[src/rtl/if_prefetch_stage.sv]
// if_prefetch_stage: streams sequential instruction reads into a small
// prefetch FIFO and hands {pc, instr} pairs to decode. A branch redirect
// flushes the FIFO; a read still in flight at redirect time is completed
// and its data thrown away before the new target is requested.
module if_prefetch_stage #(
    parameter int                 BITSIZE    = 32,
    parameter int                 FIFO_DEPTH = 4,
    parameter logic [BITSIZE-1:0] RESET_PC   = '0
) (
    input  logic               clk,
    input  logic               resetn_i,
    input  logic               ID_IF_get_i,
    output logic               IF_ID_give_o,
    output logic [31:0]        IF_ID_instr_o,
    output logic [BITSIZE-1:0] IF_ID_pc_o,
    output logic [BITSIZE-1:0] MEM_addr_o,
    output logic               MEM_read_o,
    input  logic [31:0]        MEM_data_i,
    input  logic               MEM_valid_i,
    input  logic [BITSIZE-1:0] pc_i,
    input  logic               branch_taken_i
);

    localparam int               PTR_W   = $clog2(FIFO_DEPTH);
    localparam int               CNT_W   = $clog2(FIFO_DEPTH) + 1;
    localparam logic [CNT_W-1:0] DEPTH_C = CNT_W'(FIFO_DEPTH);

    // IDLE: no request (FIFO full); REQ: fetching for the FIFO;
    // DROP: waiting out a request made stale by a redirect.
    typedef enum logic [1:0] {IDLE, REQ, DROP} fsm_t;

    fsm_t               fsm, fsm_nxt;
    logic [BITSIZE-1:0] req_pc, req_pc_nxt;
    logic [BITSIZE-1:0] fetch_pc, fetch_pc_nxt;
    logic [BITSIZE-1:0] pc_mem    [FIFO_DEPTH];
    logic [31:0]        instr_mem [FIFO_DEPTH];
    logic [PTR_W-1:0]   wr_ptr, rd_ptr;
    logic [CNT_W-1:0]   count, count_nxt;
    logic               complete, pop, push, flush, space;

    // Sequential next address; wraps modulo 2^BITSIZE.
    function automatic logic [BITSIZE-1:0] pc_plus4(input logic [BITSIZE-1:0] pc);
        return pc + BITSIZE'(4);
    endfunction

    assign MEM_read_o    = (fsm != IDLE);
    assign MEM_addr_o    = req_pc;
    assign IF_ID_give_o  = (count != '0);
    // Head is forced to zero while empty so the outputs are clean out of reset
    // without resetting the storage array.
    assign IF_ID_pc_o    = IF_ID_give_o ? pc_mem[rd_ptr]    : '0;
    assign IF_ID_instr_o = IF_ID_give_o ? instr_mem[rd_ptr] : '0;

    // FIFO events this cycle and the occupancy they leave behind.
    always_comb begin
        complete = MEM_read_o & MEM_valid_i;
        flush    = branch_taken_i;
        pop      = IF_ID_give_o & ID_IF_get_i & ~branch_taken_i;
        push     = (fsm == REQ) & complete & ~branch_taken_i;
        if (flush) begin
            count_nxt = '0;
        end else begin
            count_nxt = count + CNT_W'(push) - CNT_W'(pop);
        end
        space = (count_nxt < DEPTH_C);
    end

    // Fetch control: next state, next request address and next fetch address.
    always_comb begin
        fsm_nxt      = fsm;
        req_pc_nxt   = req_pc;
        fetch_pc_nxt = fetch_pc;
        case (fsm)
            IDLE: begin
                if (branch_taken_i) begin
                    fetch_pc_nxt = pc_i;
                    req_pc_nxt   = pc_i;
                    fsm_nxt      = REQ;
                end else if (space) begin
                    req_pc_nxt = fetch_pc;
                    fsm_nxt    = REQ;
                end
            end
            REQ: begin
                if (branch_taken_i) begin
                    fetch_pc_nxt = pc_i;
                    if (complete) begin
                        req_pc_nxt = pc_i;
                    end else begin
                        fsm_nxt = DROP;
                    end
                end else if (complete) begin
                    fetch_pc_nxt = pc_plus4(req_pc);
                    if (space) begin
                        req_pc_nxt = pc_plus4(req_pc);
                    end else begin
                        fsm_nxt = IDLE;
                    end
                end
            end
            DROP: begin
                if (branch_taken_i) begin
                    fetch_pc_nxt = pc_i;
                end
                if (complete) begin
                    req_pc_nxt = branch_taken_i ? pc_i : fetch_pc;
                    fsm_nxt    = REQ;
                end
            end
            default: fsm_nxt = IDLE;
        endcase
    end

    // Control state and FIFO bookkeeping; reset abandons any open request.
    always_ff @(posedge clk or negedge resetn_i) begin
        if (!resetn_i) begin
            fsm      <= IDLE;
            req_pc   <= RESET_PC;
            fetch_pc <= RESET_PC;
            count    <= '0;
            wr_ptr   <= '0;
            rd_ptr   <= '0;
        end else begin
            fsm      <= fsm_nxt;
            req_pc   <= req_pc_nxt;
            fetch_pc <= fetch_pc_nxt;
            count    <= count_nxt;
            if (flush) begin
                wr_ptr <= '0;
                rd_ptr <= '0;
            end else begin
                if (push) wr_ptr <= wr_ptr + PTR_W'(1);
                if (pop)  rd_ptr <= rd_ptr + PTR_W'(1);
            end
        end
    end

    // FIFO storage: data only, never reset.
    always_ff @(posedge clk) begin
        if (push) begin
            pc_mem[wr_ptr]    <= req_pc;
            instr_mem[wr_ptr] <= MEM_data_i;
        end
    end

endmodule

[config.mk]
export PLATFORM = sky130hd
export DESIGN_NAME = if_prefetch_stage
export DESIGN_NICKNAME = d
export VERILOG_FILES = /design/src/rtl/if_prefetch_stage.sv
export SDC_FILE = /design/constraint.sdc
export NUM_CORES = 1
export LEC_CHECK = 0
export CAP_MARGIN = 15
export CORE_MARGIN = 1
export CORE_UTILIZATION = 51
export CTS_CLUSTER_SIZE = 28
export DETAILED_ROUTE_END_ITERATION = 8
export GPL_TIMING_DRIVEN = 0
export HOLD_SLACK_MARGIN = 0.15
export PLACE_DENSITY_LB_ADDON = 0.08
export SKIP_LAST_GASP = 1
export SYNTH_ARGS = -nofsm -noshare
export SYNTH_HDL_FRONTEND = slang
export SYNTH_SLANG_ARGS = --single-unit
[constraint.sdc]
create_clock -name clk -period 4.75 [get_ports clk]
set_input_delay 1.425 -clock clk [delete_from_list [all_inputs] [get_ports clk]]
set_output_delay 1.425 -clock clk [all_outputs]
set_load 0.1 [all_outputs]
Word level (Yosys, flattened, before mapping):

Memory sizes are Yosys's and may differ from the RTL's.
Index checks and enable logic that the tools add are counted.

* RAM bits: 256
* bits of input ports: 69
* output and inout bits: 98
* bits in registers: 73
* memories kept: 2

* bitwise operators: 6
* reductions and logical operators: 11
* add/subtract/negate cells: 5
* $lt $le $gt $ge: 1
* multiplexer cells: 29
* equality and inequality tests: 9

Memory list
* instr_mem: words 4, width 32, read ports 1, clocked after Yosys merged registers in 0, wr ports 1, RTL line 36 `logic [31:0] instr_mem [FIFO_DEPTH];`
* pc_mem: words 4, width 32, read ports 1, clocked after Yosys merged registers in 0, wr ports 1, RTL line 35 `logic [BITSIZE-1:0] pc_mem [FIFO_DEPTH];`

Operators with widths (count)
* 32-bit two-way mux: 12
* 32-bit case mux with 3 select lines: 1
* 32-bit case mux with 2 select lines: 1
* 32-bit by 3-bit adder with 32-bit output, second input constant: 1
* 2-bit two-way mux: 11
* 3-bit != test, second input constant: 5
* 5-bit AND reduction: 2
* 2-bit nonzero test: 4
* 2-bit case mux with 3 select lines: 1
* 3-bit nonzero test: 2
* 1-bit AND: 5
* 2-bit by 1-bit adder with 2-bit output, second input constant: 2
* 2-bit != test, second input constant: 2
* 3-bit by 1-bit adder with 3-bit output: 1
* 3-bit < comparator, second input constant: 1
* 3-bit two-way mux: 1
* 3-bit by 1-bit subtractor with 3-bit output: 1
* 2-bit by 1-bit == test with 1-bit output, second input constant: 1
* 2-bit == test, second input constant: 1
* 2-bit logical NOT: 1
* 1-bit two-way mux: 2
* 2-bit AND reduction: 1
* 2-bit OR reduction: 1
* 1-bit NOT: 1

Logic depth before layout (Yosys ltp):

* depth in word-level cells: 12
* gate-level depth with buffers: 16
* mapped depth without buffers: 14

Worst setup path after synthesis:

Ideal clock, no wire load.

* kind: input port to flip-flop
* start point: input branch_taken_i
* end point: register req_pc[28] (netlist: MEM_addr_o[28])
* setup slack: -0.024 ns
* data arrival time: 4.650 ns
* buffers on the path: 5
* stages: 16
* cells stage by stage: buf_2 -> buf_1 -> clkbuf_1 -> buf_1 -> nor2_1 -> ha_1 -> inv_1 -> ha_1 -> inv_1 -> fa_1 -> xnor3_1 -> nor2_1 -> o31ai_2 -> clkbuf_1 -> o21ai_0 -> o2bb2ai_1

* word-level cells in the longest chain between the ends: 8
* elaborated cells on any way between the ends: 15
* classes of those cells: add/sub (2); order compare (1); eq/ne (2); mux (6); bitwise (3); reduce/logical (1)

Ends and longest elaborated chain
* start, declared: RTL line 21 `input logic branch_taken_i`
* 1-bit NOT: RTL line 58, 59
* 1-bit AND: RTL line 59 `push = (fsm == REQ) & complete & ~branch_taken_i;`
* 3-bit by 1-bit adder with 3-bit output: RTL line 63 `count_nxt = count + CNT_W'(push) - CNT_W'(pop);`
* 3-bit by 1-bit subtractor with 3-bit output: RTL line 63
* 3-bit two-way mux *: RTL line 60 `if (flush) begin`
* net count_nxt[2]: RTL line 38 `logic [CNT_W-1:0] count, count_nxt;`
* 3-bit < comparator *: RTL line 65 `space = (count_nxt < DEPTH_C);`
* 3-bit != test (no line)
* 5-bit AND reduction (no line) *
* end signal, assigned: RTL line 125 `req_pc <= req_pc_nxt;`
* end, declared: RTL line 33 `logic [BITSIZE-1:0] req_pc, req_pc_nxt;`

The timed path passes the listed nets; every way through them passes the cells marked *. The select of a mux whose other input is x is not followed.
A chain may end at the register's enable or synchronous reset.

Final worst setup path:

* start point: register rd_ptr[1]
* end point: output IF_ID_pc_o[3]

* word-level cells in the longest chain between the ends: 2

Ends and longest elaborated chain
* start, declared: RTL line 37 `logic [PTR_W-1:0] wr_ptr, rd_ptr;`
* start signal, assigned: RTL line 133 `if (pop) rd_ptr <= rd_ptr + PTR_W'(1);`
* memory read 4 x 32 bit
* 32-bit two-way mux: RTL line 51 `assign IF_ID_pc_o = IF_ID_give_o ? pc_mem[rd_ptr] : '0;`
* end, declared: RTL line 15 `output logic [BITSIZE-1:0] IF_ID_pc_o,`

Every way passes these cells.

==> flow_summary.toml <==
[status]
status = "completed"

[setup_path]
worstPathMaxFanout = 10
required_ns = 3.32
cp-end-kind = "output port"
r2r-end = "MEM_addr_o[1]"
r2r_setup_slack_ns = 0.86
cp_cell_sequence = "clkbuf_1 -> clkbuf_1 -> mux4_2 -> and2_1 -> clkdlybuf4s15_1"
path_class = "reg -> out"
arrival_ns = 3.21
slowest_delay_ns = 0.72
critPathSlowestCell = "clkdlybuf4s15_1"
r2r_start = "fsm[0]"
crit_family = "buffers and inverters"
start_kind = "flop"
path_buf_inv = 3
cpMostUsedCell = "clkbuf_1"
reg2reg_depth = 15

[floorplan]
die_height_um = 171
rows = 61
dieArea_um2 = 29200
core_area_um2 = 27900
io_pins = 167
die_w_um = 171
initial_core_util_pct = 52.0

[yosys]
async_flop_share_pct = 22.2
syn_area_per_cell_um2 = 14.6
ys_seq_elements = 329
synth_edf_count = 256
syn_inst = 996
syn-cell-area_um2 = 14500
synthFlopType = "edfxtp_1"
ys_seq_area_share_pct = 65.5
synthesis.nets = 1073
synth_cell_types = 61
yosys_warnings = 0

[sta]
slew_headroom_pct = 30.6
skew_ns = 0.0135
hold_viol_final = 0
fin_crit_sh_pct = 97.5
drv_slew = 0
timing.fmax_mhz = 216
setup_viol = 0
period_needed_ns = 4.63
whs_ns = 0.543
rsz0062_at_grt = "no"
max_slew.worst_pin.slew_ns = 1.04

[placed_design]
place.gp.congestion = 0.879
dpl.hpwl_mm = 22.8
place_area_um2 = 16800
port_buffers = 165

[drt]
remaining_drc_errors = 0
via_per_inst = 5.90
drt_iter0_drc = 1003
vias = 9480
drt_pre_antenna_iters = 5
final_antenna_net_count = 0
wire_per_inst_um = 21.4
finalWirelength_mm = 34.4

[final_layout]
nets = 1282
fin_area_um2 = 17900
area_growth_syn_to_layout_pct = 23.0
drive_above_1_share_pct = 14.7

[cts]
clock_latency_ns = 0.51
cts_tree = "done"
cts-root-buf = "clkbuf_16"
htreeDepth = 2
clk_pin_slew_ns = 0.06
cts_buffers = 35
cts_buffer_depth = 3
postCtsHoldBufs = 0
cts_sinks = 329

[min_path]
hp-class = "reg -> reg"
hold_start = "fetch_pc[22]"
hold_end = "fetch_pc[22]"
hold_depth = 1

[global_routing]
grt-ovfl-total = 0
antenna_found_initial = 1
grt_pass1_vias = 9366
grt_pass1_wl_mm = 53.0
grt_max_degree = 54
grt_use_total_pct = 24.2

[run]
maxCapViolCount = 0
-- stage by stage --
step           cells  util [%]  setup TNS [ns]  worst slack [ns]
6_report        1608      64.0               0             0.119
5_1_grt         1607      64.0               0           0.00102
4_1_cts         1607      64.0               0           0.00887
3_5_place_dp    1544      60.1          -61.65             -2.26
3_3_place_gp    1539      59.6         -472.72             -2.19
2_1_floorplan    996         -               0             0.111
-- routing by layer --
metal	share of wire [%]	vias to the layer above	GRT usage (%)	wire [um]
li1	-	4286	-	-
met1	43	4698	34.0	14700
met2	47	430	38.6	16200
met3	7.6	66	4.72	2630
met4	2.6	0	6.97	892
met5	0	-	0	0
-- sequential cells by signal, summed over array words and instances (netlist names) --
signal,flops
count,3
fetch_pc,32
wr_ptr,2
instr_mem,128
MEM_addr_o,32
pc_mem,128
fsm,2
rd_ptr,2
-- cell usage after synthesis, types with 7 or more instances --
cell         n  share of area, %
edfxtp_1   256                53
dfrtp_1     73                13
and2_1      70               3.0
mux4_2      64               9.9
a21oi_1     61               2.1
nand2_1     56               1.4
nor2_1      50               1.3
clkbuf_1    39               1.0
o22ai_1     37               1.6
o21ai_0     30               1.0
nand3_1     19              0.65
inv_1       18              0.46
nand4_1     18              0.77
nand2b_1    17              0.73
xnor2_1     17               1.0
buf_1       12              0.31
buf_2       12              0.41
mux2_2      11              0.85
o221ai_1    10              0.60
xor2_1       9              0.54
a22o_1       8              0.48
a211oi_1     7              0.36
ha_1         7              0.60
o2bb2ai_1    7              0.42
-- placed cells by master (no fill, tap or decap), types with 12 or more instances in the layout --
| master | instances |
|---|---|
| clkdlybuf4s15_1 | 17 |
| clkdlybuf4s50_1 | 103 |
| nand2_1 | 56 |
| clkbuf_16 | 37 |
| buf_4 | 12 |
| nand4_1 | 18 |
| nand2b_1 | 17 |
| nand3_1 | 19 |
| nor2_1 | 48 |
| clkbuf_1 | 41 |
| edfxtp_1 | 256 |
| mux4_2 | 64 |
| xnor2_1 | 17 |
| dfrtp_1 | 73 |
| a21oi_1 | 61 |
| and2_1 | 66 |
| o21ai_0 | 30 |
| dlygate4sd2_1 | 37 |
| o22ai_1 | 37 |
| inv_1 | 18 |
-- final cells by class --
class | count | area (um2)
Clock buffer | 49 | 1020
Inverter | 19 | 71.3
Timing Repair Buffer | 173 | 1720
Clock inverter | 12 | 65.1
Buffer | 67 | 313
Sequential cell | 329 | 9510
Antenna cell | 1 | 2.50
Tap cell | 378 | 473
Fill cell | 2131 | 10100
Multi-Input combinational cell | 580 | 4700
-- how the worst max path moves through the flow --
stage / start / to / cells past startpoint
after CTS: branch_taken_i / MEM_addr_o[18] / 16
after detailed placement: branch_taken_i / MEM_addr_o[28] / 17
after global placement: branch_taken_i / MEM_addr_o[8] / 17
final: rd_ptr[1] / IF_ID_pc_o[3] / 5
after floorplan: branch_taken_i / MEM_addr_o[28] / 16
after global routing: rd_ptr[1] / IF_ID_pc_o[4] / 5
-- cells by family after synthesis --
| kind of cell | count (synthesis) | share of synthesized area, % |
|---|---|---|
| AND/OR/NAND/NOR | 266 | 9.73 |
| flip-flops | 329 | 65.5 |
| adder cells (fa/ha/maj) | 8 | 0.740 |
| XOR/XNOR | 27 | 1.72 |
| buffers and inverters | 87 | 2.46 |
| AO/OA/AOI/OAI | 202 | 8.96 |
| multiplexers | 77 | 10.9 |
-- timing repair --
item,4_1_cts,5_1_grt
gates resized for setup,83,28
pin swaps,1,0
setup buffers,3,0
setup endpoints to repair,99,53
Power is left out: the tool's default activity adds up to more than one toggle a clock period on the data nets, which glitch-free logic cannot reach.
